`config.mk`:
```
export PLATFORM = sky130hd
export DESIGN_NAME = jk_excite_seq
export DESIGN_NICKNAME = d
export VERILOG_FILES = /design/src/rtl/jk_excite_seq.sv
export SDC_FILE = /design/constraint.sdc
export NUM_CORES = 1
export LEC_CHECK = 0
export ABC_AREA = 1
export CELL_PAD_IN_SITES_DETAIL_PLACEMENT = 1
export CELL_PAD_IN_SITES_GLOBAL_PLACEMENT = 1
export CORE_MARGIN = 5
export CORE_UTILIZATION = 40
export CTS_CLUSTER_SIZE = 25
export DETAILED_ROUTE_END_ITERATION = 7
export PLACE_DENSITY_LB_ADDON = 0.1
export SLEW_MARGIN = 20
export SYNTH_ARGS = -nofsm -noshare
export SYNTH_HDL_FRONTEND = slang
export SYNTH_SLANG_ARGS = --single-unit
```
`constraint.sdc`:
```
create_clock -name clk -period 6.3 [get_ports clk]
set_clock_uncertainty 0.2 [all_clocks]
set_input_delay 0.945 -clock clk [delete_from_list [all_inputs] [get_ports clk]]
set_output_delay 0.945 -clock clk [all_outputs]
set_load 0.01 [all_outputs]
```
`src/rtl/jk_excite_seq.sv`:
```
// jk_excite_seq: steps a negedge JK flip-flop bank through a programmed state table and verifies each arrival
module jk_excite_seq #(
  parameter int WIDTH = 4,
  parameter int DEPTH = 8,
  localparam int AW = $clog2(DEPTH)
) (
  input  logic             clk,
  input  logic             rst,
  input  logic             wr_en,
  input  logic [AW-1:0]    wr_addr,
  input  logic [WIDTH-1:0] wr_data,
  input  logic [AW-1:0]    len,
  input  logic             loop,
  input  logic             start,
  input  logic             abort,
  input  logic [WIDTH-1:0] q_fb,
  output logic [WIDTH-1:0] j,
  output logic [WIDTH-1:0] k,
  output logic             busy,
  output logic             done,
  output logic             err,
  output logic [AW-1:0]    step_idx
);
  typedef enum logic [2:0] {IDLE, DRIVE, CHECK, FIN, FAIL} state_t;
  state_t state, state_n;
  logic [WIDTH-1:0] tbl [DEPTH];
  logic [WIDTH-1:0] target, j_n, k_n;
  logic [AW-1:0] len_q, len_n, step_n;
  logic loop_q, loop_n, busy_n, done_n, err_n;
  assign target = tbl[step_idx];
  always_ff @(posedge clk or posedge rst)
    if (rst) tbl <= '{default: '0};
    else if (wr_en && !busy) tbl[wr_addr] <= wr_data;
  always_comb begin
    state_n = state;
    j_n = '0;
    k_n = '0;
    busy_n = busy;
    done_n = done;
    err_n = err;
    step_n = step_idx;
    len_n = len_q;
    loop_n = loop_q;
    if (abort) begin
      state_n = IDLE;
      busy_n = 1'b0;
      step_n = '0;
    end else begin
      case (state)
        IDLE, FIN, FAIL:
          if (start) begin
            state_n = DRIVE;
            len_n = len;
            loop_n = loop;
            step_n = '0;
            done_n = 1'b0;
            err_n = 1'b0;
            busy_n = 1'b1;
          end
        DRIVE: begin
          // set only the bits that must change; toggle is never issued
          j_n = ~q_fb & target;
          k_n = q_fb & ~target;
          state_n = CHECK;
        end
        CHECK:
          if (q_fb != target) begin
            err_n = 1'b1;
            busy_n = 1'b0;
            state_n = FAIL;
          end else if (step_idx != len_q) begin
            step_n = step_idx + 1'b1;
            state_n = DRIVE;
          end else if (loop_q) begin
            step_n = '0;
            state_n = DRIVE;
          end else begin
            done_n = 1'b1;
            busy_n = 1'b0;
            state_n = FIN;
          end
        default: state_n = IDLE;
      endcase
    end
  end
  always_ff @(posedge clk or posedge rst)
    if (rst) begin
      state <= IDLE;
      j <= '0;
      k <= '0;
      busy <= 1'b0;
      done <= 1'b0;
      err <= 1'b0;
      step_idx <= '0;
      len_q <= '0;
      loop_q <= 1'b0;
    end else begin
      state <= state_n;
      j <= j_n;
      k <= k_n;
      busy <= busy_n;
      done <= done_n;
      err <= err_n;
      step_idx <= step_n;
      len_q <= len_n;
      loop_q <= loop_n;
    end
endmodule

```
==> reports/metrics.cfg, run 1 <==
[outcome]
run_status = finished clean

[grt]
grt_usage_pct = 16.4
antenna_found_initial = 0
grt_pass1_wl_mm = 11.1
overflow = 0
grt_pass1_vias = 2291
grt_max_degree = 54

[logic_synthesis]
ys_ff_latch = 53
synth_area_leaders = dfrtp_1, nand2_1, o21ai_0
syn_area_um2 = 2670
synthCells = 326
ys_warn_count = 0
yosys.area.top_type = dfrtp_1
avgSynthCellArea_um2 = 8.18
synth-async-reset-ratio_pct = 100
yosysUniqueCellTypes = 24
synth-seq-area-share_pct = 49.7
synth-edff-count = 0
yosys-top-cells-count = nand2_1, dfrtp_1, o21ai_0
syn_nets = 355
yosysMostFrequentCell = nand2_1
post-synth-top-area-fraction_pct = 49.7
yosys_most_used_dff = dfrtp_1

[timing]
finalHoldViolCount = 0
slew_violations = 0
setup_viol = 0
period_minus_slack_ns = 3.02
fmax_mhz = 331
tightest_slew_ns = 0.763
fin_crit_sh_pct = 47.9
setup_tns_ns = 0
hold_ws_ns = 0.292
max-slew-margin-rel_pct = 49.1
finalWorstSetupSlack_ns = 3.28
rsz0062_at_grt = no

[worst_setup_path]
endpoint_kind = flop
crit_path_max_fanout = 27
critical_path.most_common_cell = nand2_1
start_kind = flop
crit_path_cell_trace = inv_2, nor2_1, o21ai_0, inv_1, o21ai_2, ha_1, nand2_1, nor2_1, nor2_2, o21bai_2, nand2_2, nand2_1, nand2_1
r2r_cells = 13
path_class = reg -> reg
crit_arrival_ns = 3.02
critPathRequiredTime_ns = 6.30
rrSetupSlack_ns = 3.28
critPathSlowestCell = dfrtp_1
worstReg2RegEnd = step_idx[0]
timing.rr.start = step_idx[0]
cp_slowest_stage_delay_ns = 0.85

[clock_tree]
cts_root_buf = clkbuf_8
clk_pin_slew_ns = 0.09
h-tree-depth = 2
cts_hold_buffers = 0
clk_latency_ns = 0.31
cts_setup_buffers = 0
clk_path_buf_depth = 2
cts_buffers = 5
cts_tree = done
cts_resized = 0
cts_sinks = 53

[drt]
drc_errors = 0
wl_mm = 6.46
drt_pass1_iterations = 4
drtIter0Drc = 47
drtAntennaViolNets = 0
via_per_inst = 5.05
vias = 2224
wl_per_cell_um = 14.7

[min_path]
hold_path_depth = 2
hp-start = done
hold_end = done
hp-class = reg -> reg

[placed_design]
port_buffers = 33
dp_hpwl_mm = 4.78
post_dp_cell_area_um2 = 3070
post-place-ws_ns = 3.36
gp_congestion = 0.799

[pwr]
pwr-share-comb_pct = 20.8
p_int_mw = 0.638
pwr-share-clk_pct = 30.4
power_mw = 0.906
vdd_ir_drop_max_v = 0.000137
power_frac_seq_pct = 48.8
leakage_nw = 1.54
p_per_area_nw_per_um2 = 282
switching_power_mw = 0.268
sw_frac_of_total_pct = 29.6

[cells_and_area]
antenna_cells = 0
syn_to_final_growth_pct = 20.3
drive_gt1_share_pct = 9.09
final_nets = 391
fin_area_um2 = 3210

[floorplanning]
io_pins = 34
initial_utilization_pct = 41.5
die_width_um = 91.7
coreArea_um2 = 6420
die_y_um = 91.7
rows = 29
dieArea_um2 = 8400

[job]
cap_violations = 0

## how the worst max path moves through the flow
stage,from,slack [ns],endpoint
detailed placement,step_idx[0],3.36,step_idx[0]
floorplan,rst,3.87,busy
finish,step_idx[0],3.28,step_idx[0]
CTS,step_idx[0],3.25,step_idx[0]
global route,step_idx[0],2.90,step_idx[0]
global placement,step_idx[0],3.47,step_idx[0]
## layer usage
metal / GRT usage [%] / vias to the layer above / wire (µm)
met4: 3.64 / 0 / 61
met1: 22.2 / 1076 / 3140
met3: 3.44 / 5 / 247
met2: 27.0 / 31 / 3010
met5: 0 / - / 0
li1: - / 1112 / -
## cell families (layout without fill, tap and decap cells)
logic type	Yosys count	after routing	synth area share (%)
adders and majority gates	9	9	4.22
AOI/OAI and AO/OA	72	72	14.8
buffers and inverters	54	91	7.93
and+or+nand+nor	137	137	23.0
xor gates and xnor gates	1	1	0.328
DFF	53	53	49.7
## placed cells by master (no fill, tap or decap)
master | Yosys | final
o21ai_2 | 4 | 4
nand2_2 | 2 | 2
nand4_2 | 1 | 1
clkbuf_8 | 0 | 5
nand4_1 | 2 | 2
nand3_1 | 12 | 12
nor2_4 | 2 | 2
bufinv_16 | 0 | 2
ha_1 | 9 | 9
clkdlybuf4s50_1 | 0 | 33
o21bai_2 | 1 | 1
o22ai_1 | 4 | 4
o211ai_2 | 1 | 1
inv_2 | 5 | 6
inv_1 | 44 | 43
dfrtp_1 | 53 | 53
xnor2_1 | 1 | 1
nor2_1 | 40 | 40
nand2_1 | 71 | 71
o21ai_0 | 50 | 50
a21oi_1 | 12 | 12
buf_4 | 1 | 1
nor2_2 | 3 | 3
nor3_4 | 3 | 3
nor3_2 | 1 | 1
clkinv_2 | 0 | 1
## through the flow
step	utilization, %	std cells
2_1_floorplan	-	326
3_3_place_gp	47.9	432
3_5_place_dp	47.9	432
4_1_cts	50.0	440
5_1_grt	50.0	440
6_report	50.0	440
## flip-flops by register name, indices dropped and copies added, names as in the netlist, 3 cells and up
| register | count |
|---|---|
| tbl | 32 |
| j | 4 |
| k | 4 |
| len_q | 3 |
| state | 3 |
| step_idx | 3 |
## critical path, delay by kind of cell (launching register included)
| family | cells | cell delay, ns |
|---|---|---|
| adder cells (fa/ha/maj) | 1 | 0.27 |
| flip-flops | 1 | 0.85 |
| buffers and inverters | 2 | 0.37 |
| AO/OA/AOI/OAI | 3 | 0.44 |
| AND/OR/NAND/NOR | 7 | 0.77 |
## power by group through the flow
stage / sequential [mW] / combinational, mW / clock, mW
final: 0.442 / 0.188 / 0.275
after global routing: 0.450 / 0.222 / 0.295
after CTS: 0.442 / 0.192 / 0.281
after detailed placement: 0.448 / 0.190 / 0
after global placement: 0.447 / 0.183 / 0
after floorplan: 0.437 / 0.131 / 0
## cell type report
type | count | area, µm²
clock buffer | 5 | 68.8
clock inverter | 3 | 65.1
fill | 787 | 3210
inverter | 49 | 184
multi-input combinational | 219 | 1130
sequential | 53 | 1330
tap | 77 | 96.3
timing repair buffer | 34 | 338
Power figures use the tool's default switching activity.
==> inputs of run 2 (changes only) <==
--- a/config.mk
+++ b/config.mk
@@ -9,7 +9,7 @@
 export CELL_PAD_IN_SITES_DETAIL_PLACEMENT = 1
 export CELL_PAD_IN_SITES_GLOBAL_PLACEMENT = 1
 export CORE_MARGIN = 5
-export CORE_UTILIZATION = 40
+export CORE_UTILIZATION = 37
 export CTS_CLUSTER_SIZE = 25
 export DETAILED_ROUTE_END_ITERATION = 7
 export PLACE_DENSITY_LB_ADDON = 0.1
==> constraint.sdc (replaced) <==
create_clock -name clk -period 2.7 [get_ports clk]
set_clock_uncertainty 0.2 [all_clocks]
set_input_delay 0.405 -clock clk [delete_from_list [all_inputs] [get_ports clk]]
set_output_delay 0.405 -clock clk [all_outputs]
set_load 0.01 [all_outputs]
==> reports/metrics.cfg, run 2 (same netlist as run 1, synthesis figures left out) <==
[drt]
wl_mm = 6.50
drtAntennaViolNets = 0
drc_errors = 0
vias = 2201
via_per_inst = 4.74
wl_per_cell_um = 14.0
drt_pass1_iterations = 4
drtIter0Drc = 61

[timing]
fin_crit_sh_pct = 88.2
finalHoldViolCount = 0
tightest_slew_ns = 0.533
rsz0062_at_grt = no
slew_violations = 0
max-slew-margin-rel_pct = 64.4
setup_viol = 0
period_minus_slack_ns = 2.38
setup_tns_ns = 0
fmax_mhz = 420

[floorplanning]
die_y_um = 94.9
die_width_um = 94.9
dieArea_um2 = 9010
rows = 31
initial_utilization_pct = 37.4
coreArea_um2 = 7140
io_pins = 34

[grt]
grt_max_degree = 32
antenna_found_initial = 0
grt_pass1_wl_mm = 11.3
grt_usage_pct = 16.2
grt_pass1_vias = 2284
overflow = 0

[clock_tree]
clk_path_buf_depth = 2
cts_root_buf = clkbuf_8
clk_pin_slew_ns = 0.10
cts_tree = done
cts_setup_buffers = 0
cts_buffers = 5
h-tree-depth = 2
cts_sinks = 53
clk_latency_ns = 0.31

[placed_design]
dp_hpwl_mm = 5.22
gp_congestion = 0.776
port_buffers = 33

[cells_and_area]
top_regs = tbl (32), j (4), k (4)
seq_area_um2 = 1330
final_common_cell = nand2_1
antenna_cells = 0
syn_to_final_growth_pct = 21.7
utilization_pct = 45.5
max_flop_register = tbl
mostFrequentLayoutCells = nand2_1, dfrtp_1, o21ai_0
drive_gt1_share_pct = 10.1
largest_register_ffs = 32
fillers = 892
multiInputGateArea_um2 = 1130
final_nets = 393

[worst_setup_path]
crit_path_max_fanout = 14
critPathRequiredTime_ns = 2.71
crit_arrival_ns = 2.39
start_kind = flop
endpoint_kind = flop
path_class = reg -> reg

[job]
cap_violations = 0

[min_path]
hp-class = in -> async

[outcome]
run_status = finished clean

[pwr]
vdd_ir_drop_max_v = 0.000279
p_per_area_nw_per_um2 = 628
leakage_nw = 1.54

## run 2: cell count changes in the layout (fill, tap and decap cells not counted), sizes merged
| cell | previous run | this run |
|---|---|---|
| buf | 1 | 3 |
| bufinv | 2 | 1 |
| clkbuf | 5 | 6 |
## run 2: layout make-up
cell class / instances / share of cell area (%)
Timing Repair Buffer: 36 / 11.3
Tap cell: 99 / 3.82
Inverter: 49 / 5.67
Clock buffer: 6 / 2.24
Multi-Input combinational cell: 219 / 34.9
Sequential cell: 53 / 40.9
Clock inverter: 2 / 1.20
## run 2: through the flow
stage                     cell area (µm²)  hold slack, ns  worst slack (ns)  std cells  power (mW)
after CTS                            3240           0.280             0.151        464        2.06
after global placement               3130           0.258             0.256        456        1.49
after global routing                 3250           0.292            0.0396        464        2.18
after detailed placement             3130           0.274             0.166        456        1.51
final                                3250           0.249             0.318        464        2.04
after floorplan                      2670           0.248             0.390        326        1.32
## run 2: worst max-delay path: stages, from the launching register on
cell,delay [ns]
dfrtp_2,0.47
buf_4,0.19
o21ai_0,0.20
o22ai_1,0.11
nand2_1,0.08
o21ai_2,0.06
ha_1,0.27
nand2_1,0.06
nor2_2,0.15
nor2_2,0.08
o21bai_2,0.20
nand2_2,0.09
nand2_1,0.07
nand2_1,0.05
## run 2: worst paths after layout
kind	from	to	slack [ns]	depth (start not counted)
setup / recovery	step_idx[0]	step_idx[2]	0.32	13
hold / removal	rst	tbl[18]	0.25	2
setup reg to reg	step_idx[0]	step_idx[2]	0.32	13
hold reg to reg	err	err	0.29	2
max in group asynchronous	rst	step_idx[0]	1.48	3
min in group clk	err	err	0.29	2
## run 2: metal layers
metal / track usage (%) / up-vias / part of all wire, %
li1: - / 1109 / -
met1: 20.9 / 1062 / 46
met2: 28.0 / 24 / 50
met3: 2.95 / 6 / 3.0
met4: 3.61 / 0 / 0.97
met5: 0 / - / 0
## run 2: where the power goes
group | total [mW] | switching (mW) | leakage [nW] | internal (mW)
registers | 1.04 | 0.0970 | 0.670 | 0.943
clock network | 0.553 | 0.274 | 0.0554 | 0.279
logic | 0.446 | 0.264 | 0.812 | 0.182
## run 2: what timing repair did
action	in CTS	in global routing
hold buffers	0	0
resized for setup	0	3
endpoints found under the setup margin	0	3
==> inputs of run 3 (changes only) <==
--- a/config.mk
+++ b/config.mk
@@ -9,11 +9,10 @@
 export CELL_PAD_IN_SITES_DETAIL_PLACEMENT = 1
 export CELL_PAD_IN_SITES_GLOBAL_PLACEMENT = 1
 export CORE_MARGIN = 5
-export CORE_UTILIZATION = 37
+export CORE_UTILIZATION = 40
 export CTS_CLUSTER_SIZE = 25
 export DETAILED_ROUTE_END_ITERATION = 7
 export PLACE_DENSITY_LB_ADDON = 0.1
-export SLEW_MARGIN = 20
 export SYNTH_ARGS = -nofsm -noshare
 export SYNTH_HDL_FRONTEND = slang
 export SYNTH_SLANG_ARGS = --single-unit
==> constraint.sdc (replaced) <==
create_clock -name clk -period 2.3 [get_ports clk]
set_clock_uncertainty 0.2 [all_clocks]
set_input_delay 0.345 -clock clk [delete_from_list [all_inputs] [get_ports clk]]
set_output_delay 0.345 -clock clk [all_outputs]
set_load 0.01 [all_outputs]
==> reports/metrics.cfg, run 3 (same netlist as run 1, synthesis figures left out) <==
[timing]
fmax_mhz = 428
finalHoldViolCount = 0
hold_ws_ns = 0.195
setup_tns_ns = -0.0684
period_minus_slack_ns = 2.34
rsz0062_at_grt = yes
fin_crit_sh_pct = 102
setup_viol = 3
finalWorstSetupSlack_ns = -0.0363
max-slew-margin-rel_pct = 68.0
tightest_slew_ns = 0.474
slew_violations = 0

[drt]
wl_mm = 7.11
drt_pass1_iterations = 4
drtIter0Drc = 81
drtAntennaViolNets = 0
drc_errors = 0
vias = 2317
wl_per_cell_um = 15.7
via_per_inst = 5.13

[cells_and_area]
top_regs = tbl (32), j (4), k (4)
final_nets = 403
final_common_cell = nand2_1
fillers = 772
mostFrequentLayoutCells = nand2_1, dfrtp_1, inv_1
antenna_cells = 0
largest_register_ffs = 32
syn_to_final_growth_pct = 27.5
instances_no_fill = 452
utilization_pct = 53.0
drive_gt1_share_pct = 16.3
max_flop_register = tbl

[clock_tree]
cts_tree = done
h-tree-depth = 2
cts_sinks = 53
clk_pin_slew_ns = 0.10
cts_hold_buffers = 0
clk_latency_ns = 0.31
cts_buffers = 5
clk_path_buf_depth = 2
cts_root_buf = clkbuf_8

[outcome]
run_status = finished with violations
violations = setup timing

[pwr]
leakage_nw = 1.61
p_per_area_nw_per_um2 = 727
vdd_ir_drop_max_v = 0.000378
power_mw = 2.47

[placed_design]
port_buffers = 33
dp_hpwl_mm = 5.40
gp_congestion = 0.793
dp.cells = 443

[job]
cap_violations = 0

[floorplanning]
coreArea_um2 = 6420
die_y_um = 91.7
dieArea_um2 = 8400
initial_utilization_pct = 41.5
die_width_um = 91.7
rows = 29
io_pins = 34

[worst_setup_path]
r2r_cells = 13
crit_path_max_fanout = 11
timing.rr.start = step_idx[0]
crit_arrival_ns = 2.34
endpoint_kind = flop
critPathRequiredTime_ns = 2.31
rrSetupSlack_ns = -0.04
start_kind = flop
worstReg2RegEnd = step_idx[1]
path_class = reg -> reg

[grt]
antenna_found_initial = 0
grt_max_degree = 54
grt_usage_pct = 17.7
grt_pass1_vias = 2405
overflow = 0
grt_pass1_wl_mm = 12.0

[min_path]
hp-class = in -> async

[run 3: worst max-delay path by stage]
stage / from / end / depth (start not counted)
2_1_floorplan: step_idx[0] / step_idx[2] / 14
6_report: step_idx[0] / step_idx[1] / 13
4_1_cts: step_idx[0] / step_idx[1] / 13
3_5_place_dp: step_idx[0] / step_idx[1] / 14
5_1_grt: step_idx[0] / step_idx[1] / 14
3_3_place_gp: step_idx[0] / step_idx[0] / 14
[run 3: what timing repair did]
action                     CTS  global route
setup endpoints to repair    5             9
setup buffers                0             1
pin swaps                    6            13
hold endpoints to repair     0             0
gates resized for setup     14            20
[run 3: metrics by stage]
step | instance area [µm²] | setup slack [ns]
4_1_cts | 3320 | 0.000741
3_3_place_gp | 3170 | -0.101
2_1_floorplan | 2670 | 0.0112
3_5_place_dp | 3170 | -0.174
6_report | 3400 | -0.0363
5_1_grt | 3400 | -0.165
[run 3: cell type report]
cell class / instances / area (µm²) / area share, %
clock buffers: 6 / 72.6 / 2.13
inverters: 49 / 186 / 5.48
clock inverters: 2 / 38.8 / 1.14
multi-input cells: 219 / 1230 / 36.2
well taps: 77 / 96.3 / 2.83
flip-flops and latches: 53 / 1330 / 39.0
repair buffers: 46 / 448 / 13.2
[run 3: report_power, final]
group	internal, mW	switching (mW)	total (mW)	leakage [nW]
combinational	0.247	0.350	0.598	0.881
clock	0.327	0.315	0.642	0.0554
sequential	1.11	0.124	1.23	0.673
[run 3: worst max-delay path, cell delays in order (launching register included)]
cell and delay [ns]:
dfrtp_1 0.40, buf_4 0.18, o21ai_1 0.19, o21ai_0 0.13, inv_1 0.10, o21ai_2 0.07, ha_1 0.30, nand2_2 0.07
nor2_4 0.12, nor2_4 0.07, o21bai_4 0.18, nand2_2 0.08, nand2_1 0.08, nand2_1 0.05
[run 3: layer usage]
metal	track usage [%]	wire length, µm	part of all wire, %
met1	24.0	3450	49
met2	29.4	3390	48
met3	3.93	208	2.9
met4	3.39	57	0.80
met5	0	0	0
